`src/rtl/serial_sub4_if.sv`:
```
// serial_sub4_if: handshake/data bundle for the bit-serial subtractor.
//   start, X, Y, borrowin : request and operands (master -> slave)
//   D, borrowout, busy, done : result and status (slave -> master)
//   ovf : signed overflow, present only when SUB_OVF_EN is defined
interface serial_sub4_if #(parameter int WIDTH = 4);
  logic             start;
  logic [WIDTH-1:0] X;
  logic [WIDTH-1:0] Y;
  logic             borrowin;
  logic [WIDTH-1:0] D;
  logic             borrowout;
  logic             busy;
  logic             done;
`ifdef SUB_OVF_EN
  logic             ovf;
`endif

  modport master (
    output start, X, Y, borrowin,
    input  D, borrowout, busy, done
`ifdef SUB_OVF_EN
    , input ovf
`endif
  );

  modport slave (
    input  start, X, Y, borrowin,
    output D, borrowout, busy, done
`ifdef SUB_OVF_EN
    , output ovf
`endif
  );
endinterface

```
`src/rtl/serial_sub4.sv`:
```
// serial_sub4: bit-serial two's-complement subtractor, D = X - Y - borrowin,
// one bit per clock from the LSB over WIDTH cycles, behind a start/done
// handshake.
//   clk  : rising-edge clock
//   rst  : asynchronous active-high reset
//   bus  : serial_sub4_if slave (start, X, Y, borrowin in;
//          D, borrowout, busy, done [, ovf] out)
// Optional feature macro: SUB_OVF_EN adds the registered signed-overflow
// output ovf.
module serial_sub4 #(
  parameter int WIDTH = 4
) (
  input  logic        clk,
  input  logic        rst,
  serial_sub4_if.slave bus
);

  localparam logic [1:0] IDLE  = 2'd0;
  localparam logic [1:0] SHIFT = 2'd1;
  localparam logic [1:0] DONE  = 2'd2;

  localparam int CW = (WIDTH > 2) ? $clog2(WIDTH) : 1;
  localparam logic [CW-1:0] LAST = CW'(WIDTH - 1);

  logic [1:0]       state;
  logic [WIDTH-1:0] x_sh;
  logic [WIDTH-1:0] y_sh;
  logic [WIDTH-1:0] d_q;
  logic             b_q;
  logic             bo_q;
  logic [CW-1:0]    cnt;

  logic xb, yb, d_bit, b_next;

  always_comb begin
    xb     = x_sh[0];
    yb     = y_sh[0];
    d_bit  = xb ^ yb ^ b_q;
    b_next = (~xb & yb) | (~(xb ^ yb) & b_q);
  end

`ifdef SUB_OVF_EN
  // Operand MSBs are kept aside because the shift registers lose them.
  logic xmsb, ymsb, ovf_q;
`endif

  always_ff @(posedge clk or posedge rst) begin
    if (rst) begin
      state <= IDLE;
      x_sh  <= '0;
      y_sh  <= '0;
      d_q   <= '0;
      b_q   <= 1'b0;
      bo_q  <= 1'b0;
      cnt   <= '0;
`ifdef SUB_OVF_EN
      xmsb  <= 1'b0;
      ymsb  <= 1'b0;
      ovf_q <= 1'b0;
`endif
    end else begin
      case (state)
        IDLE, DONE: begin
          if (bus.start) begin
            x_sh  <= bus.X;
            y_sh  <= bus.Y;
            b_q   <= bus.borrowin;
            cnt   <= '0;
            state <= SHIFT;
`ifdef SUB_OVF_EN
            xmsb  <= bus.X[WIDTH-1];
            ymsb  <= bus.Y[WIDTH-1];
`endif
          end else begin
            state <= IDLE;
          end
        end
        SHIFT: begin
          x_sh <= x_sh >> 1;
          y_sh <= y_sh >> 1;
          d_q  <= {d_bit, d_q[WIDTH-1:1]};
          b_q  <= b_next;
          bo_q <= b_next;
          cnt  <= cnt + CW'(1);
          if (cnt == LAST) begin
            state <= DONE;
`ifdef SUB_OVF_EN
            // d_bit on the last shift is the final result MSB.
            ovf_q <= (xmsb ^ ymsb) & (xmsb ^ d_bit);
`endif
          end
        end
        default: state <= IDLE;
      endcase
    end
  end

  assign bus.D         = d_q;
  assign bus.borrowout = bo_q;
  assign bus.busy      = (state == SHIFT);
  assign bus.done      = (state == DONE);
`ifdef SUB_OVF_EN
  assign bus.ovf       = ovf_q;
`endif

endmodule
```
`src/flat_wrapper.sv`:
```
// flat-port wrapper written by rule: the top's interface ports become plain ports
module serial_sub4_flat 
#(
  parameter int WIDTH = 4
)
  (clk, rst, bus_start, bus_X, bus_Y, bus_borrowin, bus_D, bus_borrowout, bus_busy, bus_done);
  serial_sub4_if #(.WIDTH(WIDTH)) bus_i ();
  input  logic clk;
  input  logic rst;
  input wire logic [$bits(bus_i.start)-1:0] bus_start;
  input wire logic [$bits(bus_i.X)-1:0] bus_X;
  input wire logic [$bits(bus_i.Y)-1:0] bus_Y;
  input wire logic [$bits(bus_i.borrowin)-1:0] bus_borrowin;
  output wire logic [$bits(bus_i.D)-1:0] bus_D;
  output wire logic [$bits(bus_i.borrowout)-1:0] bus_borrowout;
  output wire logic [$bits(bus_i.busy)-1:0] bus_busy;
  output wire logic [$bits(bus_i.done)-1:0] bus_done;
  assign bus_i.start = bus_start;
  assign bus_i.X = bus_X;
  assign bus_i.Y = bus_Y;
  assign bus_i.borrowin = bus_borrowin;
  assign bus_D = bus_i.D;
  assign bus_borrowout = bus_i.borrowout;
  assign bus_busy = bus_i.busy;
  assign bus_done = bus_i.done;
  serial_sub4 #(.WIDTH(WIDTH)) u_core (.clk(clk), .rst(rst), .bus(bus_i));
endmodule
```
`config.mk`:
```
export PLATFORM = sky130hd
export DESIGN_NAME = serial_sub4_flat
export DESIGN_NICKNAME = d
export VERILOG_FILES = /design/src/rtl/serial_sub4_if.sv /design/src/rtl/serial_sub4.sv /design/src/flat_wrapper.sv
export SDC_FILE = /design/constraint.sdc
export NUM_CORES = 1
export LEC_CHECK = 0
export ABC_AREA = 1
export CORE_MARGIN = 10
export CORE_UTILIZATION = 40
export CTS_CLUSTER_DIAMETER = 150
export DETAILED_ROUTE_END_ITERATION = 10
export DONT_BUFFER_PORTS = 1
export PLACE_DENSITY = 0.54
export RECOVER_POWER = 50
export SETUP_SLACK_MARGIN = 0.15
export SLEW_MARGIN = 30
export SYNTH_ARGS = -nofsm -noshare
export SYNTH_HDL_FRONTEND = slang
export SYNTH_SLANG_ARGS = --single-unit
```
`constraint.sdc`:
```
create_clock -name clk -period 2.3 [get_ports clk]
set_input_delay 0.575 -clock clk [delete_from_list [all_inputs] [get_ports clk]]
set_output_delay 0.575 -clock clk [all_outputs]
set_load 0.005 [all_outputs]
```
==> flow_summary_export.csv, run 1 <==
group,metric,value,unit
yosys,ys_top_cells_by_area,"dfrtp_1 51%, nand2_1 16%, inv_1 8.5%",
die,die_y,67.0,um
cells_and_area,drive_gt1_frac,0.118,
yosys,yosysWarnings,0,
setup_path,worstPathArrival,1.30,ns
timing,setup_slack,0.427,ns
timing,setup_viol,0,
global_route,grt_start_max_net_pins,19,
placed_design,place_hpwl,1.29,mm
clocking,cts_hold_buffers,0,
clocking,postCtsSetupBuffers,0,
placed_design,place_ws,0.768,ns
cells_and_area,multi_input_area,317,um2
placed_design,io_buffers,0,
yosys,synth_top_area_frac,0.510,
setup_path,crit_type,"reg -> out",
timing,setup_tns,0,ns
drt,drt-initial-drc-count,40,
pwr,p_clk_frac,0.143,
timing,rsz0062_at_grt,"false",
drt,drt-pass1-iter-count,4,
timing,finalCritPeriodShare,0.814,
clocking,cts.clk_slew.worst_paths,0.11,ns
pwr,switchingPower,598,uW
setup_path,cp_max_fo,16,
pwr,ir_worst_vdd,0.660,mV
timing,finalCriticalPeriod,1.87,ns
pwr,p_total,1370,uW
clocking,cts_buffers,3,
clocking,insertion_delay,0.30,ns
outcome,status,"finished, final reports clean",
clocking,cts_root_buf,"clkbuf_4",
global_route,grt_pass1_wl,3.06,mm
timing,drv_slew,0,
yosys,syn_avg_cell_area,8.10,um2
timing,holdWs,0.249,ns
hold_path,hold_class,"in -> async",
die,boundaryPins,19,
pwr,p_int,773,uW
timing,finalClockSkew,0.00889,ns
yosys,synth_area,883,um2
timing,hold_violations,0,
cells_and_area,layout_commonest_cell,"nand2_1",
pwr,p_sw_frac,0.437,
pwr,power_density,1480,nW/um2
drt,via_per_inst,4.82,
yosys,synth_top_area_cell,"dfrtp_1",
pwr,p_comb_frac,0.428,
timing,slew_headroom,0.552,
timing,worst_pin_slew,0.671,ns
setup_path,timing.rr.start,"u_core.state[0]$_DFFE_PP0P_",
global_route,antenna_found_initial,0,
die,rows,16,
die,start_util,0.437,
cells_and_area,layout_common_cells,"38 x nand2_1, 20 x inv_1, 18 x dfrtp_1",
cells_and_area,seqCellArea,450,um2
clocking,h-tree-depth,1,
die,die_w,67.0,um
drt,wirelength,1.72,mm
setup_path,startpoint,"u_core.state[0]$_DFFE_PP0P_",
clocking,cts_num_sinks,18,
die,die_area,4490,um2
yosys,yosysSeqAreaShare,0.510,
setup_path,endpoint_kind,"output port",
yosys,ys_types,15,
yosys,synth_cells,109,
cells_and_area,final_nets,125,
placed_design,place.gp.congestion,0.761,
setup_path,start_kind,"flop",
pwr,seq_power_share,0.429,
setup_path,critPathMaxStageDelay,0.58,ns
clocking,clockBufferDepth,2,
yosys,ys_ff_latch,18,
timing,fmax,534,MHz
drt,wl_per_cell,12.5,um
pwr,leakagePower,0.000527,uW
cells_and_area,area_growth_syn_to_layout,4.53,%
global_route,first_global_vias,686,
cells_and_area,final_core_utilization,0.457,
setup_path,crit_path_cell_trace,"nand2_4, inv_1",
cells_and_area,antenna_cells,0,
setup_path,cp_slowest_cell,"dfrtp_1",
yosys,syn_nets,123,
clocking,cts_resized,0,
setup_path,cp.required,1.73,ns
drt,route.detailed.drc,0,
drt,drtAntennaViolNets,0,
clocking,cts_tree,"built",
die,core,2020,um2
global_route,overflow,0,
drt,vias,660,
cells_and_area,nFillCells,202,
job,maxCapViolations,0,
global_route,grt_usage,0.0896,
worst max-delay path: cells and delay by family (launching register included):
| family | cells | cell delay [ns] |
|---|---|---|
| simple gates | 1 | 0.19 |
| flops | 1 | 0.58 |
| buf+inv | 1 | 0.23 |
final cells by class:
type	count	share of cell area
sequential	18	0.488
multi-input combinational	65	0.343
inverter	23	0.0935
tap	27	0.0366
clock buffer	4	0.0393
power by group through the flow:
stage / clock network, uW / logic (uW) / registers [uW]
finish: 196 / 587 / 589
global route: 221 / 714 / 612
CTS: 206 / 604 / 591
detailed placement: 0 / 601 / 598
global placement: 0 / 607 / 593
floorplan: 0 / 563 / 550
sequential cells by signal, summed over array words and instances, names as in the netlist:
signal and flops:
u_core.state 2, u_core.bus.borrowout 1, u_core.cnt 2, u_core.x_sh 4
u_core.b_q 1, u_core.y_sh 4, u_core.bus.D 4
cells by family after synthesis:
logic type / count (synthesis) / synth area share
buf+inv: 26 / 0.132
flops: 18 / 0.510
compound gates: 6 / 0.0467
simple gates: 57 / 0.275
fa+ha+maj: 2 / 0.0368
Yosys cell counts:
cell,n
fa_1,1
inv_2,3
nor2_1,3
nand3_1,13
dfrtp_1,18
nand2_4,1
buf_6,2
nand2_1,38
inv_1,20
ha_1,1
a21oi_2,1
o21ai_2,2
nand2_2,2
buf_4,1
o21ai_0,3
final timing paths:
path	depth (start not counted)	to	slack [ns]
worst min register to register	2	u_core.y_sh[0]$_DFFE_PP0P_	0.49
worst max-delay path	2	bus_busy	0.43
worst max register to register	5	u_core.x_sh[1]$_DFFE_PP0P_	0.88
min in group clk	2	u_core.x_sh[3]$_DFFE_PP0P_	0.39
worst min-delay path	1	u_core.bus.D[3]$_DFFE_PP0P_	0.25
max in group asynchronous	1	u_core.y_sh[3]$_DFFE_PP0P_	1.62
through the flow:
stage          cell area (um2)  instances
6_report                   923        137
5_1_grt                    923        137
2_1_floorplan              883        109
3_3_place_gp               887        133
4_1_cts                    923        137
3_5_place_dp               887        133
per-layer routing:
metal | global-route usage | share of wire
met2 | 0.137 | 0.44
met1 | 0.0947 | 0.43
met4 | 0.0462 | 0.020
met5 | 0 | 0
met3 | 0.0535 | 0.11
Note: power is estimated with default switching activity, not from simulation.
==> run 2, diff against run 1 <==
Clock period 2.3 ns to 1.8 ns, I/O delays scaled along.
==> run 2 against run 1 <==
Register-to-register slack got worse by 0.50 ns. First-iteration DRC count is 5.0% lower. Cell area is 4.9% higher. Hold slack lost 0.11 ns. Via count rose by 0.30%. Clock skew shrank 0.0057 ns. Core utilization increased by 2.2 points. Critical endpoint unchanged.
==> flow_summary_export.csv, run 2 (synthesized netlist as in run 1, its figures left out) <==
group,metric,value,unit
drt,drt-pass1-iter-count,4,
pwr,ir_worst_vdd,0.949,mV
timing,drv_slew,0,
global_route,grt.busiest_layer,"met2",
clocking,cts_tree,"built",
global_route,grt_pass1_wl,3.04,mm
timing,setup_tns,0,ns
die,die_y,67.0,um
timing,rsz0062_at_grt,"false",
timing,slew_headroom,0.540,
clocking,cts_num_sinks,18,
drt,wl_per_cell,12.5,um
cells_and_area,area_growth_syn_to_layout,9.63,%
cells_and_area,drive_gt1_frac,0.158,
pwr,power_density,1920,nW/um2
setup_path,crit_buf_inv,1,
setup_path,crit_path_cell_trace,"nand2_8, clkinvlp_4",
clocking,insertion_delay,0.29,ns
placed_design,place.gp.congestion,0.769,
timing,setup_viol,0,
clocking,cts_root_buf,"clkbuf_4",
setup_path,crit_type,"reg -> out",
clocking,clockBufferDepth,2,
setup_path,cp_slowest_cell,"dfrtp_1",
cells_and_area,final_nets,129,
outcome,status,"finished, final reports clean",
global_route,grtUsageMet1,0.107,
clocking,h-tree-depth,1,
timing,fmax,616,MHz
placed_design,place_hpwl,1.27,mm
cells_and_area,layout_commonest_cell,"nand2_1",
die,boundaryPins,19,
die,start_util,0.437,
drt,via_per_inst,4.70,
global_route,grt_util_met3,0.0401,
global_route,grt_start_max_net_pins,19,
setup_path,cp_top_family,"flip-flops",
die,core,2020,um2
setup_path,critPathMaxStageDelay,0.52,ns
pwr,leakagePower,0.000542,uW
job,maxCapViolations,0,
die,rows,16,
clocking,cts.clk_slew.worst_paths,0.11,ns
drt,drtAntennaViolNets,0,
timing,finalClockSkew,0.00318,ns
timing,hold_violations,0,
clocking,cts_hold_buffers,0,
global_route,antenna_found_initial,0,
timing,finalCritPeriodShare,0.902,
timing,finalCriticalPeriod,1.62,ns
clocking,cts_buffers,3,
setup_path,start_kind,"flop",
global_route,overflow,0,
setup_path,cp_max_fo,16,
drt,drt-initial-drc-count,38,
drt,route.detailed.drc,0,
cells_and_area,antenna_cells,0,
die,die_area,4490,um2
hold_path,hold_class,"in -> async",
cells_and_area,nFillCells,193,
setup_path,worstPathArrival,1.17,ns
global_route,use_met2,0.124,
placed_design,io_buffers,0,
die,die_w,67.0,um
setup_path,endpoint_kind,"output port",
global_route,grt_usage,0.0884,
setup_path,cp.required,1.35,ns
drt,wirelength,1.77,mm
drt,vias,662,
timing,holdWs,0.135,ns
cells_and_area,layout_common_cells,"38 x nand2_1, 19 x inv_1, 18 x dfrtp_1",
global_route,first_global_vias,683,
timing,worst_pin_slew,0.690,ns
==> run 2: cell types whose count changed in the layout (fill, tap and decap cells not counted) <==
cell | before | now
inv_2 | 3 | 2
buf_4 | 0 | 4
inv_4 | 0 | 1
inv_1 | 20 | 19
nand2_4 | 1 | 0
clkinvlp_4 | 0 | 1
nand2_8 | 0 | 1
==> run 2: final cells by class <==
| class | count | area (um2) | area share |
|---|---|---|---|
| Clock buffer | 4 | 36.3 | 0.0375 |
| Inverter | 23 | 92.6 | 0.0956 |
| Multi-Input combinational cell | 65 | 325 | 0.336 |
| Sequential cell | 18 | 450 | 0.465 |
| Tap cell | 27 | 33.8 | 0.0349 |
| Timing Repair Buffer | 4 | 30.0 | 0.0310 |
==> run 2: what timing repair did <==
item / in CTS / in global routing
endpoints found under the hold margin: 0 / 0
gates resized for setup: 3 / 1
setup endpoints to repair: 1 / 1
setup buffers: 0 / 4
==> run 2: final timing paths <==
kind	start	to	slack, ns	cells past startpoint
min in group clk	bus_Y[3]	u_core.y_sh[3]$_DFFE_PP0P_	0.28	2
min	rst	u_core.bus.D[3]$_DFFE_PP0P_	0.14	1
min reg2reg	u_core.y_sh[2]$_DFFE_PP0P_	u_core.y_sh[2]$_DFFE_PP0P_	0.49	2
max reg2reg	u_core.state[0]$_DFFE_PP0P_	u_core.x_sh[1]$_DFFE_PP0P_	0.38	7
max	u_core.state[0]$_DFFE_PP0P_	bus_busy	0.18	2
max in group asynchronous	rst	u_core.y_sh[1]$_DFFE_PP0P_	1.23	1
==> run 2: layer usage <==
metal / up-vias / part of all wire
met5: - / 0
met4: 0 / 0.027
met3: 6 / 0.098
met2: 21 / 0.41
met1: 301 / 0.46
li1: 334 / -
==> run 2: where the power goes <==
part           internal (uW)  total [uW]  switching (uW)
clock network            123         252             129
registers                603         754             151
logic                    332         856             525
total                   1060        1860             804
==> run 2: per-stage QoR <==
step | instances | util | power, uW | setup slack, ns | cell area (um2)
CTS | 137 | 0.463 | 1820 | 0.188 | 937
finish | 141 | 0.479 | 1860 | 0.176 | 968
detailed placement | 133 | 0.439 | 1530 | 0.394 | 887
global route | 141 | 0.479 | 2080 | 0.103 | 968
global placement | 133 | 0.439 | 1530 | 0.429 | 887
floorplan | 109 | - | 1420 | 0.654 | 883
==> edit 1: new RTL, flow settings as in run 2 <==
`WIDTH` is set to 4 in 3 places; all go to 8.
--- a/src/rtl/serial_sub4_if.sv
+++ b/src/rtl/serial_sub4_if.sv
@@ -4,3 +4,3 @@
 //   ovf : signed overflow, present only when SUB_OVF_EN is defined
-interface serial_sub4_if #(parameter int WIDTH = 4);
+interface serial_sub4_if #(parameter int WIDTH = 8);
   logic             start;
--- a/src/rtl/serial_sub4.sv
+++ b/src/rtl/serial_sub4.sv
@@ -10,3 +10,3 @@
 module serial_sub4 #(
-  parameter int WIDTH = 4
+  parameter int WIDTH = 8
 ) (
--- a/src/flat_wrapper.sv
+++ b/src/flat_wrapper.sv
@@ -3,3 +3,3 @@
 #(
-  parameter int WIDTH = 4
+  parameter int WIDTH = 8
 )
Ports: changed (resized bus_D, bus_X and bus_Y); port bits go from 19 to 31. The function was not compared with the original's and may differ.
==> edit 1 against run 2 <==
  * Sequential cell count is 13 higher
  * Final cell count up 80%
  * Total power rose by 78%
  * Routed wire length grew 88%
  * Worst setup slack improved by 0.10 ns
  * Sequential share of layout area down 1.7 points
  * Register-to-register slack improved by 0.12 ns
  * Clock power increased by 120%
  * Synthesized area rose by 83%
  * Design area grew 79%
  * Critical path type unchanged
  * Highest routed layer unchanged
==> edit 1: results (changes against run 2) <==
global_route:
  grt_pass1_vias: 1238  # +81%
  met1_usage: 0.1089  # +0.002175
  grt_remaining_overflow: 0  # unchanged
  grt_pass1_wl_mm: 5.685  # +87%
  use_met3: 0.04688  # +0.006741
  antenna_found_initial: 0  # unchanged
  grt_start_max_net_pins: 32  # +13
  grtUsageTotal: 0.09880  # +0.01039
  met2_usage: 0.1510  # +0.02658
critical_path:
  cpPeakStageDelay_ns: 0.44  # -0.08 ns
  cp_data_arrival_time_ns: 1.07  # -0.10 ns
  critPathSlowestCell: "dfrtp_1"
  path_delay_family: "flip-flops"
  crit_path_max_fanout: 8  # -8
timing:
  slew_headroom: 0.4685  # -0.07110
  slew_violations: 0  # unchanged
  skew_ns: 0.005047  # +0.001871 ns
worst_hold_path:
  hp-class: "primary input to async pin"
cts:
  cts_root_buffer: "clkbuf_8"
  cts_resized: 0  # -3
  clk_pin_slew_ns: 0.06  # -0.05 ns
  cts_setup_buffers: 0  # unchanged
  cts_buffers: 5  # +2
  clock_path_buffers: 2  # unchanged
  cts_htree_levels: 2  # +1
placement:
  post-dp-hpwl_mm: 2.205  # +74%
  gp_congestion: 0.7246  # -5.7%
  portBuffers: 0  # unchanged
  dp_slack_ns: 0.5042  # +0.1102 ns
  placed_cell_area_um2: 1645  # +85%
routing:
  drt-initial-drc-count: 58  # +53%
  wirelength_mm: 3.319  # +88%
  drt_first_pass_iters: 4  # unchanged
  via_per_inst: 4.717  # +0.46%
layout:
  instances_no_fill: 254  # +80%
  fin_nets: 227  # +76%
  drive_gt1_frac: 0.1422  # -0.01574
  nFillCells: 407  # +110%
yosys:
  synth_commonest_cells: "71 x nand2_1, 35 x inv_1, 31 x dfrtp_1"
  synth_area_per_cell_um2: 8.076  # -0.34%
  yosysSeqAreaShare: 0.4802  # -0.02967
  post_synth_num_cell_types: 18  # +3
  syn_nets: 223  # +81%
  synthTopCellsByArea: "dfrtp_1 48%, nand2_1 16%, nand3_1 9.0%"
  async_flop_share: 1.000  # unchanged
power:
  pwr-share-comb: 0.444  # -0.016
  power_mw: 3.320  # +78%
  switching_share: 0.4330  # +0.001281
  p_clk_mw: 0.557  # +120%
  p_leak_nw: 0.9796  # +81%
  irDropWorstVdd_v: 0.0006639  # -30%
status:
  status: "finished clean"
[edit 1: cell types whose count changed in the layout (fill, tap and decap cells not counted), sizes merged]
cell | before | now
clkbuf | 4 | 7
clkinv | 0 | 1
clkinvlp | 1 | 0
dfrtp | 18 | 31
ha | 1 | 2
inv | 22 | 38
nand2 | 41 | 84
nand3 | 13 | 29
o21ai | 5 | 3
[edit 1: layout make-up]
cell class	count	area, um^2	share of cell area
sequential	31	775.7	0.4483
clock inverter	1	5.005	0.002892
inverter	38	155.1	0.08966
multi-input combinational	123	614.3	0.3550
tap	50	62.56	0.03615
timing repair buffer	5	35.03	0.02025
clock buffer	6	82.58	0.04772
[edit 1: per-layer routing]
metal / vias up / routed length, um
met5: - / 0
met4: 0 / 77
met3: 7 / 297
met2: 31 / 1495
met1: 563 / 1449
li1: 597 / -
[edit 1: path summary, 6_finish.rpt]
kind	cells past startpoint	slack, ns	to	startpoint
setup reg to reg	7	0.50	u_core.y_sh[3]	u_core.state[0]
max in group asynchronous	2	1.01	u_core.x_sh[6]	rst
hold reg to reg	2	0.48	u_core.y_sh[6]	u_core.y_sh[6]
setup / recovery	2	0.28	bus_done	u_core.state[0]
hold / removal	2	0.29	u_core.bus.D[0]	rst
min in group clk	2	0.30	u_core.x_sh[7]	bus_X[7]
[edit 1: logic make-up (layout without fill, tap and decap cells)]
group	after synthesis	count (layout)	share of synthesized area
compound gates	4	4	0.01472
simple gates	116	116	0.3377
flops	31	31	0.4802
buf+inv	46	50	0.1394
fa+ha+maj	3	3	0.02788
[edit 1: worst reg2reg max path, stage by stage (launching register included)]
cell,delay [ns]
dfrtp_1,0.45
buf_4,0.24
inv_6,0.05
nand2_8,0.07
nand2_8,0.11
inv_8,0.17
nand2_1,0.07
nand2_1,0.07
==> edit 2: new RTL, settings of run 2 <==
Without the edit above. Reset style: synchronous (`rst`), changed in one clocked block. Comments in the files are not updated.
--- a/src/rtl/serial_sub4.sv
+++ b/src/rtl/serial_sub4.sv
@@ -46,3 +46,3 @@
 
-  always_ff @(posedge clk or posedge rst) begin
+  always_ff @(posedge clk) begin
     if (rst) begin
Function: differs if rst is asserted again (counterexample within 4 cycles, from zero or initial values and one cycle with rst high); with rst held inactive, the same outputs for 10 cycles.
==> edit 2 against run 2 <==
  * First-iteration DRC count is 42% higher
  * Via count up 7.6%
  * Maximum frequency rose by 11%
  * Synthesized area shrank 0.71%
  * Non-clock buffer count down 3
  * Worst setup slack better by 0.16 ns
  * Design area decreased by 8.7%
  * Sequential cell count unchanged
  * Routed wire length fell by 2.7%
Power is not compared: it rests on default switching activity, and its combinational part moved more than twofold at a synthesized area within 25%.
==> edit 2: results (changes against run 2) <==
global_route:
  met1_usage: 0.1010  # -0.005778
  met2_usage: 0.1280  # +0.003555
  grt_pass1_wl_mm: 3.036  # -0.20%
  grt_pass1_vias: 674  # -1.3%
  grt_start_max_net_pins: 20  # +1
  use_met3: 0.03512  # -0.005017
  grtUsageTotal: 0.08463  # -0.003784
routing:
  wirelength_mm: 1.721  # -2.7%
  drt-initial-drc-count: 54  # +42%
  via_per_inst: 4.844  # +3.2%
  wl_met1_um: 841  # +2.6%
  dr_wl_met2_um: 712  # -1.8%
  met3_length_um: 157  # -9.8%
placement:
  gp_congestion: 0.7450  # -3.1%
  post-dp-hpwl_mm: 1.247  # -1.8%
  portBuffers: 0  # unchanged
  placed_cell_area_um2: 868.3  # -2.1%
  dp_slack_ns: 0.4769  # +0.08292 ns
layout:
  final-clk-cell-share: 0.02546  # -0.01201
  multi_input_area_um2: 381.6  # +17%
  drive_gt1_frac: 0.06667  # -0.09123
  ff_latch_area_um2: 361.6  # -20%
  multi_input_cells: 78  # +20%
  nFillCells: 215  # +11%
  syn_to_final_growth_pct: 0.8559
  signal_buffers: 1  # -3
  clock_buffers: 3  # -1
  buf_share: 0.008487  # -0.02252
  seq_cell_count: 18  # unchanged
  num-nonclk-inverters: 20  # -13%
yosys:
  synth_commonest_cells: "21 x nand2_1, 18 x dfxtp_1, 18 x inv_1"
  synth_compound_area_frac: 0.06277  # +0.01603
  post_synth_num_cell_types: 17  # +2
  syn_nets: 135  # +9.8%
  synth-edff-count: 0  # unchanged
  async_flop_share: 0  # -1.000
  synthFlopType: "dfxtp_1"
  synthTopCellsByArea: "dfxtp_1 41%, nand2_1 9.0%, nand3_1 8.6%"
  syn_area_um2: 877.1  # -0.71%
  synthAdderAreaFrac: 0.03709  # +0.0002627
cts:
  cts_setup_buffers: 0  # unchanged
  cts_root_buffer: "clkbuf_4"
  clk_latency_ns: 0.28
  cts_resized: 1  # -2
worst_hold_path:
  hp-class: "primary input to flop"
status:
  status: "finished clean"
critical_path:
  cp_data_arrival_time_ns: 1.01  # -0.16 ns
  crit_path_max_fanout: 10  # -6
timing:
  skew_ns: 0.003144  # -0.00003222 ns
  worst_pin_slew_ns: 0.5680  # -0.1218 ns
edit 2: worst max-delay path, stage by stage (launching register included):
cell and delay [ns]:
dfxtp_2 0.46, inv_4 0.07, nor2_4 0.21
edit 2: stage by stage:
| stage | power, mW | instances |
|---|---|---|
| finish | 0.7841 | 147 |
| global placement | 0.6044 | 144 |
| global route | 0.8429 | 147 |
| CTS | 0.8042 | 147 |
| floorplan | 0.5906 | 121 |
| detailed placement | 0.6053 | 144 |
edit 2: worst paths after layout:
check                                      from         endpoint  slack, ns  cells after the start
worst min register to register    u_core.cnt[0]    u_core.cnt[0]       0.47                      1
worst max register to register  u_core.state[1]       u_core.b_q       0.36                      6
worst min-delay path                        rst  u_core.state[0]       0.21                      1
worst max-delay path            u_core.state[0]         bus_busy       0.34                      2
edit 2: power by group:
group / switching (mW) / total, mW / internal (mW)
Clock: 0.114 / 0.192 / 0.0776
Sequential: 0.0224 / 0.456 / 0.434
Combinational: 0.0841 / 0.136 / 0.0520
Total: 0.221 / 0.784 / 0.563
